## config.mk

```make
export PLATFORM = sky130hd
export DESIGN_NAME = rx_pkt_assembler_flat
export DESIGN_NICKNAME = d
export VERILOG_FILES = /design/src/rtl/rx_pkt_assembler_if.sv /design/src/rtl/rx_pkt_assembler.sv /design/src/flat_wrapper.sv
export SDC_FILE = /design/constraint.sdc
export NUM_CORES = 1
export LEC_CHECK = 0
export CORE_ASPECT_RATIO = 0.7
export CORE_MARGIN = 10
export CORE_UTILIZATION = 46
export CTS_CLUSTER_SIZE = 10
export DETAILED_ROUTE_END_ITERATION = 12
export PLACE_DENSITY = 0.76
export SLEW_MARGIN = 20
export SYNTH_ARGS = -nofsm -noshare
export SYNTH_HDL_FRONTEND = slang
export SYNTH_SLANG_ARGS = --single-unit
```

## constraint.sdc

```tcl
create_clock -name clk -period 1.78 [get_ports clk]
set_clock_uncertainty 0.2 [all_clocks]
set_input_delay 0.178 -clock clk [delete_from_list [all_inputs] [get_ports clk]]
set_output_delay 0.178 -clock clk [all_outputs]
set_load 0.05 [all_outputs]
```

## src/rtl/rx_pkt_assembler_if.sv

```systemverilog
// Byte-receive and frame-hand-off bundle for rx_pkt_assembler.
// master: the assembler (drains the UART buffer, offers frames).
// slave : the environment (UART receive buffer plus command consumer).
interface rx_pkt_assembler_if #(
    parameter int PAYLOAD_BYTES = 4
);
    logic [7:0]                 rx_data;
    logic                       data_ready;
    logic                       overrun_error;
    logic                       framing_error;
    logic                       data_read;
    logic [7:0]                 pkt_opcode;
    logic [8*PAYLOAD_BYTES-1:0] pkt_payload;
    logic                       pkt_valid;
    logic                       pkt_ready;
    logic                       chk_error;
    logic                       err_abort;

    modport master (
        input  rx_data, data_ready, overrun_error, framing_error, pkt_ready,
        output data_read, pkt_opcode, pkt_payload, pkt_valid, chk_error, err_abort
    );

    modport slave (
        output rx_data, data_ready, overrun_error, framing_error, pkt_ready,
        input  data_read, pkt_opcode, pkt_payload, pkt_valid, chk_error, err_abort
    );
endinterface

```

## src/rtl/rx_pkt_assembler.sv

```systemverilog
// rx_pkt_assembler: hunts for SYNC_BYTE in the UART byte stream, assembles
// sync/opcode/payload/XOR-checksum frames and holds each verified frame on a
// valid/ready interface. Line errors abort a partial frame; a bad checksum
// drops it.
// Optional feature macro RX_PKT_TIMEOUT_EN: aborts a partial frame after
// TIMEOUT_CYCLES cycles without a received byte. Without it a partial frame
// waits indefinitely.
module rx_pkt_assembler #(
    parameter int         PAYLOAD_BYTES  = 4,
    parameter logic [7:0] SYNC_BYTE      = 8'hA5,
    parameter int         TIMEOUT_CYCLES = 1000000
) (
    input  logic               clk,
    input  logic               n_rst,
    rx_pkt_assembler_if.master bus
);
    localparam int              CNT_W    = $clog2(PAYLOAD_BYTES + 1);
    localparam int              PW       = 8 * PAYLOAD_BYTES;
    localparam logic [CNT_W-1:0] LAST_IDX = CNT_W'(PAYLOAD_BYTES - 1);

    typedef enum logic [2:0] {
        IDLE    = 3'd0,
        OPCODE  = 3'd1,
        PAYLOAD = 3'd2,
        CHECK   = 3'd3,
        HOLD    = 3'd4
    } state_t;

    state_t           r_state;
    state_t           w_next_state;
    logic             r_data_read;
    logic             r_pkt_valid;
    logic             r_chk_error;
    logic             r_err_abort;
    logic [7:0]       r_pkt_opcode;
    logic [PW-1:0]    r_pkt_payload;
    logic [7:0]       r_chksum;
    logic [CNT_W-1:0] r_cnt;

    logic             w_pkt_valid;
    logic             w_chk_error;
    logic             w_err_abort;
    logic [7:0]       w_pkt_opcode;
    logic [PW-1:0]    w_pkt_payload;
    logic [7:0]       w_chksum;
    logic [CNT_W-1:0] w_cnt;
    logic             w_capture;
    logic             w_line_err;
    logic             w_timeout;

    // The data_read term stops a second capture while the buffer drops data_ready.
    assign w_capture  = bus.data_ready & ~r_data_read & (r_state != HOLD);
    assign w_line_err = bus.overrun_error | bus.framing_error;

`ifdef RX_PKT_TIMEOUT_EN
    localparam int TMO_W = $clog2(TIMEOUT_CYCLES + 1);

    logic [TMO_W-1:0] r_tmo_cnt;
    logic             w_in_frame;

    assign w_in_frame = (r_state == OPCODE) | (r_state == PAYLOAD) | (r_state == CHECK);
    assign w_timeout  = w_in_frame & ~w_capture & (r_tmo_cnt == TMO_W'(TIMEOUT_CYCLES - 1));

    // Idle-line cycle counter: restarts on every capture and every state change.
    always_ff @(posedge clk or negedge n_rst) begin
        if (!n_rst) begin
            r_tmo_cnt <= '0;
        end else if (!w_in_frame || w_capture || (w_next_state != r_state)) begin
            r_tmo_cnt <= '0;
        end else begin
            r_tmo_cnt <= r_tmo_cnt + TMO_W'(1);
        end
    end
`else
    logic w_unused_tmo;

    assign w_timeout    = 1'b0;
    assign w_unused_tmo = (TIMEOUT_CYCLES != 0);
`endif

    // State and datapath registers; every output is driven from a flop.
    always_ff @(posedge clk or negedge n_rst) begin
        if (!n_rst) begin
            r_state       <= IDLE;
            r_data_read   <= 1'b0;
            r_pkt_valid   <= 1'b0;
            r_chk_error   <= 1'b0;
            r_err_abort   <= 1'b0;
            r_pkt_opcode  <= 8'h00;
            r_pkt_payload <= '0;
            r_chksum      <= 8'h00;
            r_cnt         <= '0;
        end else begin
            r_state       <= w_next_state;
            r_data_read   <= w_capture;
            r_pkt_valid   <= w_pkt_valid;
            r_chk_error   <= w_chk_error;
            r_err_abort   <= w_err_abort;
            r_pkt_opcode  <= w_pkt_opcode;
            r_pkt_payload <= w_pkt_payload;
            r_chksum      <= w_chksum;
            r_cnt         <= w_cnt;
        end
    end

    // Next-state and next-datapath decode for the frame assembler.
    always_comb begin
        w_next_state  = r_state;
        w_pkt_valid   = r_pkt_valid;
        w_chk_error   = 1'b0;
        w_err_abort   = 1'b0;
        w_pkt_opcode  = r_pkt_opcode;
        w_pkt_payload = r_pkt_payload;
        w_chksum      = r_chksum;
        w_cnt         = r_cnt;

        case (r_state)
            IDLE: begin
                // Line errors are ignored here; non-sync bytes are acked and dropped.
                if (w_capture && (bus.rx_data == SYNC_BYTE)) begin
                    w_next_state = OPCODE;
                end else begin
                    w_next_state = IDLE;
                end
            end

            OPCODE, PAYLOAD, CHECK: begin
                // A line error wins over a byte captured on the same edge.
                if (w_line_err || w_timeout) begin
                    w_err_abort  = 1'b1;
                    w_next_state = IDLE;
                end else if (w_capture) begin
                    case (r_state)
                        OPCODE: begin
                            w_pkt_opcode = bus.rx_data;
                            w_chksum     = bus.rx_data;
                            w_cnt        = '0;
                            w_next_state = PAYLOAD;
                        end
                        PAYLOAD: begin
                            for (int i = 0; i < PAYLOAD_BYTES; i++) begin
                                w_pkt_payload[i*8 +: 8] = (r_cnt == CNT_W'(i)) ?
                                                          bus.rx_data : r_pkt_payload[i*8 +: 8];
                            end
                            w_chksum = r_chksum ^ bus.rx_data;
                            if (r_cnt == LAST_IDX) begin
                                w_next_state = CHECK;
                            end else begin
                                w_cnt = r_cnt + CNT_W'(1);
                            end
                        end
                        CHECK: begin
                            if (bus.rx_data == r_chksum) begin
                                w_pkt_valid  = 1'b1;
                                w_next_state = HOLD;
                            end else begin
                                w_chk_error  = 1'b1;
                                w_next_state = IDLE;
                            end
                        end
                        default: begin
                            w_next_state = IDLE;
                        end
                    endcase
                end else begin
                    w_next_state = r_state;
                end
            end

            HOLD: begin
                // Frame stays put until the consumer takes it.
                if (r_pkt_valid && bus.pkt_ready) begin
                    w_pkt_valid  = 1'b0;
                    w_next_state = IDLE;
                end else begin
                    w_next_state = HOLD;
                end
            end

            default: begin
                w_pkt_valid  = 1'b0;
                w_next_state = IDLE;
            end
        endcase
    end

    assign bus.data_read   = r_data_read;
    assign bus.pkt_valid   = r_pkt_valid;
    assign bus.chk_error   = r_chk_error;
    assign bus.err_abort   = r_err_abort;
    assign bus.pkt_opcode  = r_pkt_opcode;
    assign bus.pkt_payload = r_pkt_payload;
endmodule

```

## src/flat_wrapper.sv

```systemverilog
// flat-port wrapper written by rule: the top's interface ports become plain ports
module rx_pkt_assembler_flat 
#(
    parameter int         PAYLOAD_BYTES  = 4,
    parameter logic [7:0] SYNC_BYTE      = 8'hA5,
    parameter int         TIMEOUT_CYCLES = 1000000
)
  (clk, n_rst, bus_rx_data, bus_data_ready, bus_overrun_error, bus_framing_error, bus_pkt_ready, bus_data_read, bus_pkt_opcode, bus_pkt_payload, bus_pkt_valid, bus_chk_error, bus_err_abort);
  rx_pkt_assembler_if #(.PAYLOAD_BYTES(PAYLOAD_BYTES)) bus_i ();
  input  logic clk;
  input  logic n_rst;
  input wire logic [$bits(bus_i.rx_data)-1:0] bus_rx_data;
  input wire logic [$bits(bus_i.data_ready)-1:0] bus_data_ready;
  input wire logic [$bits(bus_i.overrun_error)-1:0] bus_overrun_error;
  input wire logic [$bits(bus_i.framing_error)-1:0] bus_framing_error;
  input wire logic [$bits(bus_i.pkt_ready)-1:0] bus_pkt_ready;
  output wire logic [$bits(bus_i.data_read)-1:0] bus_data_read;
  output wire logic [$bits(bus_i.pkt_opcode)-1:0] bus_pkt_opcode;
  output wire logic [$bits(bus_i.pkt_payload)-1:0] bus_pkt_payload;
  output wire logic [$bits(bus_i.pkt_valid)-1:0] bus_pkt_valid;
  output wire logic [$bits(bus_i.chk_error)-1:0] bus_chk_error;
  output wire logic [$bits(bus_i.err_abort)-1:0] bus_err_abort;
  assign bus_i.rx_data = bus_rx_data;
  assign bus_i.data_ready = bus_data_ready;
  assign bus_i.overrun_error = bus_overrun_error;
  assign bus_i.framing_error = bus_framing_error;
  assign bus_i.pkt_ready = bus_pkt_ready;
  assign bus_data_read = bus_i.data_read;
  assign bus_pkt_opcode = bus_i.pkt_opcode;
  assign bus_pkt_payload = bus_i.pkt_payload;
  assign bus_pkt_valid = bus_i.pkt_valid;
  assign bus_chk_error = bus_i.chk_error;
  assign bus_err_abort = bus_i.err_abort;
  rx_pkt_assembler #(.PAYLOAD_BYTES(PAYLOAD_BYTES), .SYNC_BYTE(SYNC_BYTE), .TIMEOUT_CYCLES(TIMEOUT_CYCLES)) u_core (.clk(clk), .n_rst(n_rst), .bus(bus_i));
endmodule
```

==> results of run 1 <==
==> per-stage QoR <==
stage                     setup TNS [ps]  utilization
after floorplan                    -3163            -
after global placement            -12420       0.6198
after detailed placement          -13560       0.6198
after CTS                          -3268       0.6728
after global routing               -5224       0.7100
final                              -3342       0.7100
==> cell usage in the layout (no fill, tap or decap), types with 2 or more instances in the layout <==
cell type        instances
dfrtp_1                 56
clkdlybuf4s50_1         12
mux2i_1                  8
or3_4                    2
ha_4                     5
nor4bb_1                 2
clkbuf_8                10
nor3_4                   2
a21oi_1                  9
mux2_2                   7
nor2b_4                  2
dfrtp_2                  2
xnor2_1                  8
a41oi_1                  8
buf_6                   11
mux2_4                  33
buf_4                   76
nand4_1                  4
nand3_1                  3
nand2_1                 10
nor2_1                   4
clkinv_2                 3
inv_6                    2
clkinvlp_4               2
buf_12                   3
xor2_1                   2
==> routing by layer <==
layer	global-route usage	routed length (um)	up-vias
met5	0	0	-
met4	0.04598	24	0
met3	0.07178	623	2
met2	0.2378	3470	61
met1	0.1991	3443	1080
li1	-	-	967
==> cell families after synthesis <==
group,synth area share
AOI/OAI and AO/OA,0.07140
xor gates and xnor gates,0.03204
adders and majority gates,0.02288
buffers and inverters,0.03844
DFF,0.5309
muxes,0.2050
and+or+nand+nor,0.09932
==> sequential cells by signal, indices dropped and copies added, names as in the netlist <==
| signal | count |
|---|---|
| u_core.bus.pkt_payload | 32 |
| u_core.bus.chk_error | 1 |
| u_core.r_chksum | 8 |
| u_core.bus.data_read | 1 |
| u_core.bus.err_abort | 1 |
| u_core.bus.pkt_valid | 1 |
| u_core.bus.pkt_opcode | 8 |
| u_core.r_cnt | 3 |
| u_core.r_state | 3 |
==> critical path: cells and delay by family, from the launching register on <==
kind          cells  cell delay, ps
flops             1             430
simple gates      2             880
mux               1             330
==> repair_timing <==
action                                  CTS  global route
gates resized for setup                  29            44
pin swaps                                 5            12
setup buffers                             2             6
endpoints found under the setup margin   45            46
hold endpoints to repair                 58             0
hold buffers                              1             0
==> power groups by stage <==
stage	clock network (mW)	registers, mW	logic [mW]
finish	1.06	1.33	0.229
global route	1.15	1.33	0.245
CTS	1.09	1.33	0.224
detailed placement	0	1.36	0.217
global placement	0	1.36	0.214
floorplan	0	1.38	0.0688
==> area by class of cell <==
class	instances	area [um2]	share of cell area
multi-input cells	132	1441	0.3527
repair buffers	105	904.6	0.2214
flip-flops and latches	58	1454	0.3558
clock buffers	11	141.4	0.03460
clock inverters	5	30.03	0.007348
inverters	3	21.27	0.005205
well taps	75	93.84	0.02296
==> path summary, 6_finish.rpt <==
| path | from | endpoint | slack [ps] | cells after the start |
|---|---|---|---|---|
| min in group clk | u_core.bus.pkt_opcode[5]$_DFFE_PN0P_ | u_core.bus.pkt_opcode[5]$_DFFE_PN0P_ | 310 | 1 |
| max in group asynchronous | n_rst | u_core.r_state[0]$_DFFE_PN0P_ | 930 | 3 |
| setup reg to reg | u_core.r_state[2]$_DFFE_PN0P_ | u_core.bus.pkt_payload[28]$_DFFE_PN0P_ | -180 | 3 |
| hold reg to reg | u_core.bus.pkt_opcode[5]$_DFFE_PN0P_ | u_core.bus.pkt_opcode[5]$_DFFE_PN0P_ | 310 | 1 |
| setup / recovery | u_core.r_state[2]$_DFFE_PN0P_ | u_core.bus.pkt_payload[28]$_DFFE_PN0P_ | -180 | 3 |
| hold / removal | n_rst | u_core.r_state[2]$_DFFE_PN0P_ | 180 | 3 |
==> metrics.txt, run 1 <==
Sink Count=slightly below 60; TritonCTS clock tree=yes; peak fanout along the critical path=8; Min Clock Period, post-route=just under 2000 ps; Max-Cap Viols=0; WP data arrival=just under 2000 ps; Synth area leader=dfrtp_1; worst-skew pair later-pin latency=around 340 ps; failing checks=setup timing; Iteration-0 DRC Markers=between 100 and 150; switching part of the total=0.2547; GR Overflow Total=0; Post-Syn Area per Cell=roughly 13 um2; YS warnings=0; GRT Overall Usage=0.1579; Most common cell on crit path=or3_4; Setup Viol. Count Final=39; Initial DRT Pass Iterations=4; ys async rst share=1.000; Slew Limit Fails=0; Mapped Nets=231; Setup CP Type=reg2reg; drt drc=0; fmax=0.5097 GHz; Cells after Synth=212; DR WL/cell=between 15 and 20 um; die span in x=around 110 um; Final Hold Fails=0; Post-synth EDFFs=0; clock root buffer=clkbuf_8; Power Dens Cells=about 640 nW/um2; Core Area=around 5800 um2; RSZ-0062 raised after global routing=yes; WHS=178.6 ps; Slew @ Worst Pin=approximately 370 ps; average via count per standard cell=~5.4; status=complete, but fails checks; worst hold path type=in2async; P_int=1.957 mW; DP Area=~3600 um2; leak pwr=roughly 2.0 nW; Distinct cells, synth=between 40 and 50; total power=2.625 mW; Critical Path End Type=flop; Placed Instances=between 300 and 400; Clock Pin Slew Worst Setup and Hold Paths=roughly 70 ps; Yosys top cell area share=0.5309; share of layout cells above drive strength 1=0.5446; DR vias=2,110; crit path cell chain=or3_4, or3_4, mux2_4; # IOs=58; share of total power in sequential cells=0.508; main area contributors after synthesis=dfrtp_1 (53%), mux2_2 (13%), mux2_4 (4.4%), mux2i_1 (2.9%), a41oi_1 (2.6%); nature of the critical path startpoint=flop; Num CTS Buffers=9; drt total wl=7562 um; antenna violations before repair=0; crit share post-route=1.102; sw power=668.5 uW; DP Wirelength=5144 um; Starting Density=0.4750; vias in the first global route=approximately 2,300; post-route ant nets=0; clk buf depth=2; # fillers=between 400 and 500; Synth Register Bits=just under 60; first-pass GRT wire length=approximately 12,000 um; top-count cell post-synth=dfrtp_1; Combinational Power Share=0.087; slowest CP cell=or3_4; die area=around 9500 um2; post-synthesis sequential area ratio=0.5309; I/O Buffers=57; Post-synth top cells=dfrtp_1 (58), mux2_2 (32), clkbuf_1 (13), nand2_1 (10), a21oi_1 (9); slew margin rel.=0.7521; Post-Layout Inst Area=approximately 4100 um2; CP max stage delay=470 ps; Final Net Count=~330; largest net degree at the start of global routing=59; post-synthesis cell area=2734 um2; post-route setup slack=-182.0 ps; Die Height=approximately 85 um; ANT cells=0; H-Tree Depth=3; clock network power share=0.405; Layout area overhead=49.47%; dpl ws=-455.2 ps; Synth Flop Type=dfrtp_1; worst endpoint required time=1790 ps; post-route insts no fill=389; maximum resistive drop on vdd=about 670 uV; gp weighted congestion=0.8457; row cnt=23
Note: power is estimated with default switching activity, not from simulation.
==> run 2, diff against run 1 <==
--- a/config.mk
+++ b/config.mk
@@ -7,10 +7,9 @@
 export LEC_CHECK = 0
 export CORE_ASPECT_RATIO = 0.7
 export CORE_MARGIN = 10
-export CORE_UTILIZATION = 46
+export CORE_UTILIZATION = 30
 export CTS_CLUSTER_SIZE = 10
 export DETAILED_ROUTE_END_ITERATION = 12
-export PLACE_DENSITY = 0.76
 export SLEW_MARGIN = 20
 export SYNTH_ARGS = -nofsm -noshare
 export SYNTH_HDL_FRONTEND = slang
==> run 2 against run 1 <==
Against the previous run:
- wire length increased by 0.66%
- power rose by 27%
- the flow still finishes with violations (setup timing)
- sequential power is essentially flat
- critical endpoint unchanged
- register-to-register slack better by 40 ps
- combinational power about the same
- hold slack better by 10 ps
- final cell count grew 14%
- maximum frequency is 2.2% higher
==> metrics.txt, run 2 (same netlist as run 1, synthesis figures left out) <==
R2R Path Start=u_core.r_cnt[1]$_DFFE_PN0P_; die span in x=134.1 um (+20%); die area=13,390 um2 (+41%); ANT cells=0 (unchanged); clock root buffer=clkbuf_16; commonest non-fill, non-tap cells in the layout=buf_4 (87), dfrtp_1 (56), mux2_2 (23), mux2_4 (17), clkdlybuf4s50_1 (12); Sink Count=58 (unchanged); failing checks=setup timing; Setup CP Type=reg2reg; Critical Path End Type=flop; vias in the first global route=2,218 (-3.2%); fmax=0.5211 GHz (+2.2%); Post-Layout Inst Area=4140 um2 (+1.3%); Layout area overhead=51.44%; Iteration-0 DRC Markers=108 (-15%); drt drc=0 (unchanged); drt total wl=7612 um (+0.66%); Final Net Count=334 (+1.8%); first-pass GRT wire length=12,410 um (+1.8%); post-route ant nets=0 (unchanged); Reg2Reg Setup Slack=-140 ps (+40 ps); row cnt=29 (+26%); total power=3.326 mW (+27%); I/O Buffers=57 (unchanged); DR vias=2,043 (-3.2%); Setup TNS=-2691 ps (+651.7 ps); Initial DRT Pass Iterations=4 (unchanged); WP data arrival=1920 ps (-60 ps); Setup Viol. Count Final=36 (-7.7%); slew margin rel.=0.7656 (+0.01348); status=complete, but fails checks; post-route setup slack=-139.0 ps (+43.01 ps); crit share post-route=1.078 (-0.02416); Die Height=99.87 um (+18%); peak fanout along the critical path=8 (unchanged); Final Hold Fails=0 (unchanged); Slew @ Worst Pin=350.3 ps (-20.41 ps); RSZ-0062 raised after global routing=yes; worst r2r dst=u_core.bus.pkt_payload[28]$_DFFE_PN0P_; antenna violations before repair=0 (unchanged); nature of the critical path startpoint=flop; maximum resistive drop on vdd=321.3 uV (-52%); TritonCTS clock tree=yes; most common cell after layout, fill and taps aside=buf_4; leak pwr=2.014 nW (+1.3%); average via count per standard cell=4.601 (-15%); Slew Limit Fails=0 (unchanged); worst-skew pair later-pin latency=330 ps (about the same); worst reg-to-reg path cell count=5 (+2); Core Area=8962 um2 (+56%); Placed Instances=425 (+15%); worst hold path type=in2async; Power Dens Cells=803.3 nW/um2 (+25%); Starting Density=0.3050 (-0.1700); largest net degree at the start of global routing=59 (unchanged); worst endpoint required time=1790 ps (about the same); Num CTS Buffers=9 (unchanged); share of layout cells above drive strength 1=0.5375 (-0.007086); post-route insts no fill=444 (+14%); number of flip-flops in the largest register=32 (unchanged); GR Overflow Total=0 (unchanged); # IOs=58 (unchanged); clk buf depth=2 (unchanged); Final Util=0.4620 (-0.2480); Min Clock Period, post-route=1919 ps (-43.01 ps); GRT Overall Usage=0.1190 (-0.03887); Clock Pin Slew Worst Setup and Hold Paths=50 ps (-20 ps); Max-Cap Viols=0 (unchanged); DP Wirelength=5556 um (+8.0%); DP Area=3689 um2 (+3.4%); H-Tree Depth=3 (unchanged); gp weighted congestion=0.7743 (-8.4%); DR WL/cell=17.14 um (-12%)
-- run 2: cell types whose count changed in the layout (fill, tap and decap cells not counted), sizes merged --
cell / change
buf: +6
clkinv: -2
bufinv: +1
clkbuf: +1
-- run 2: routing by layer --
metal  GRT usage  wire length [um]
met5           0                 0
met3     0.06138               701
met1      0.1595              3678
met2      0.1619              3153
met4     0.03503                78
-- run 2: stage by stage --
| stage | setup slack (ps) | hold WS [ps] |
|---|---|---|
| after floorplan | -191.8 | -317.6 |
| after global placement | -404.9 | 5.497 |
| after detailed placement | -425.3 | 6.853 |
| after CTS | -169.9 | 209.0 |
| after global routing | -193.7 | 244.4 |
| final | -139.0 | 188.7 |
-- run 2: how the worst max path moves through the flow --
stage / startpoint / end / slack (ps) / cells past startpoint
5_1_grt: u_core.r_state[2]$_DFFE_PN0P_ / u_core.r_state[2]$_DFFE_PN0P_ / -190 / 4
6_report: u_core.r_cnt[1]$_DFFE_PN0P_ / u_core.bus.pkt_payload[28]$_DFFE_PN0P_ / -140 / 5
2_1_floorplan: u_core.r_state[2]$_DFFE_PN0P_ / u_core.bus.pkt_payload[24]$_DFFE_PN0P_ / -190 / 5
3_3_place_gp: bus_framing_error / u_core.bus.pkt_payload[25]$_DFFE_PN0P_ / -400 / 5
3_5_place_dp: bus_framing_error / u_core.r_state[2]$_DFFE_PN0P_ / -430 / 5
4_1_cts: u_core.r_state[2]$_DFFE_PN0P_ / u_core.bus.pkt_payload[28]$_DFFE_PN0P_ / -170 / 4
-- run 2: timing repair --
action	CTS	global route
pin swaps	2	8
gates cloned	0	0
setup endpoints to repair	45	46
buffers inserted	2	2
hold endpoints to repair	58	0
gates resized for setup	22	10
hold buffers	1	0
-- run 2: final cells by class --
class                      count  area, um2
clock buffer                  12      256.5
clock inverter                 4      50.05
timing repair buffer         111      918.4
inverter                       3      13.76
sequential                    58       1454
fill                         818       4822
tap                          124      155.1
multi-input combinational    132       1292
-- run 2: where the power goes --
part           switching (mW)  internal (mW)  total [mW]
clock network           0.602           1.16        1.76
logic                   0.130          0.102       0.232
registers             0.00686           1.33        1.34
-- run 2: worst max-delay path, cell delays in order, from the launching register on --
cell,delay (ps)
dfrtp_1,350
ha_2,200
ha_4,140
nand4bb_1,120
or3_4,450
mux2_4,330
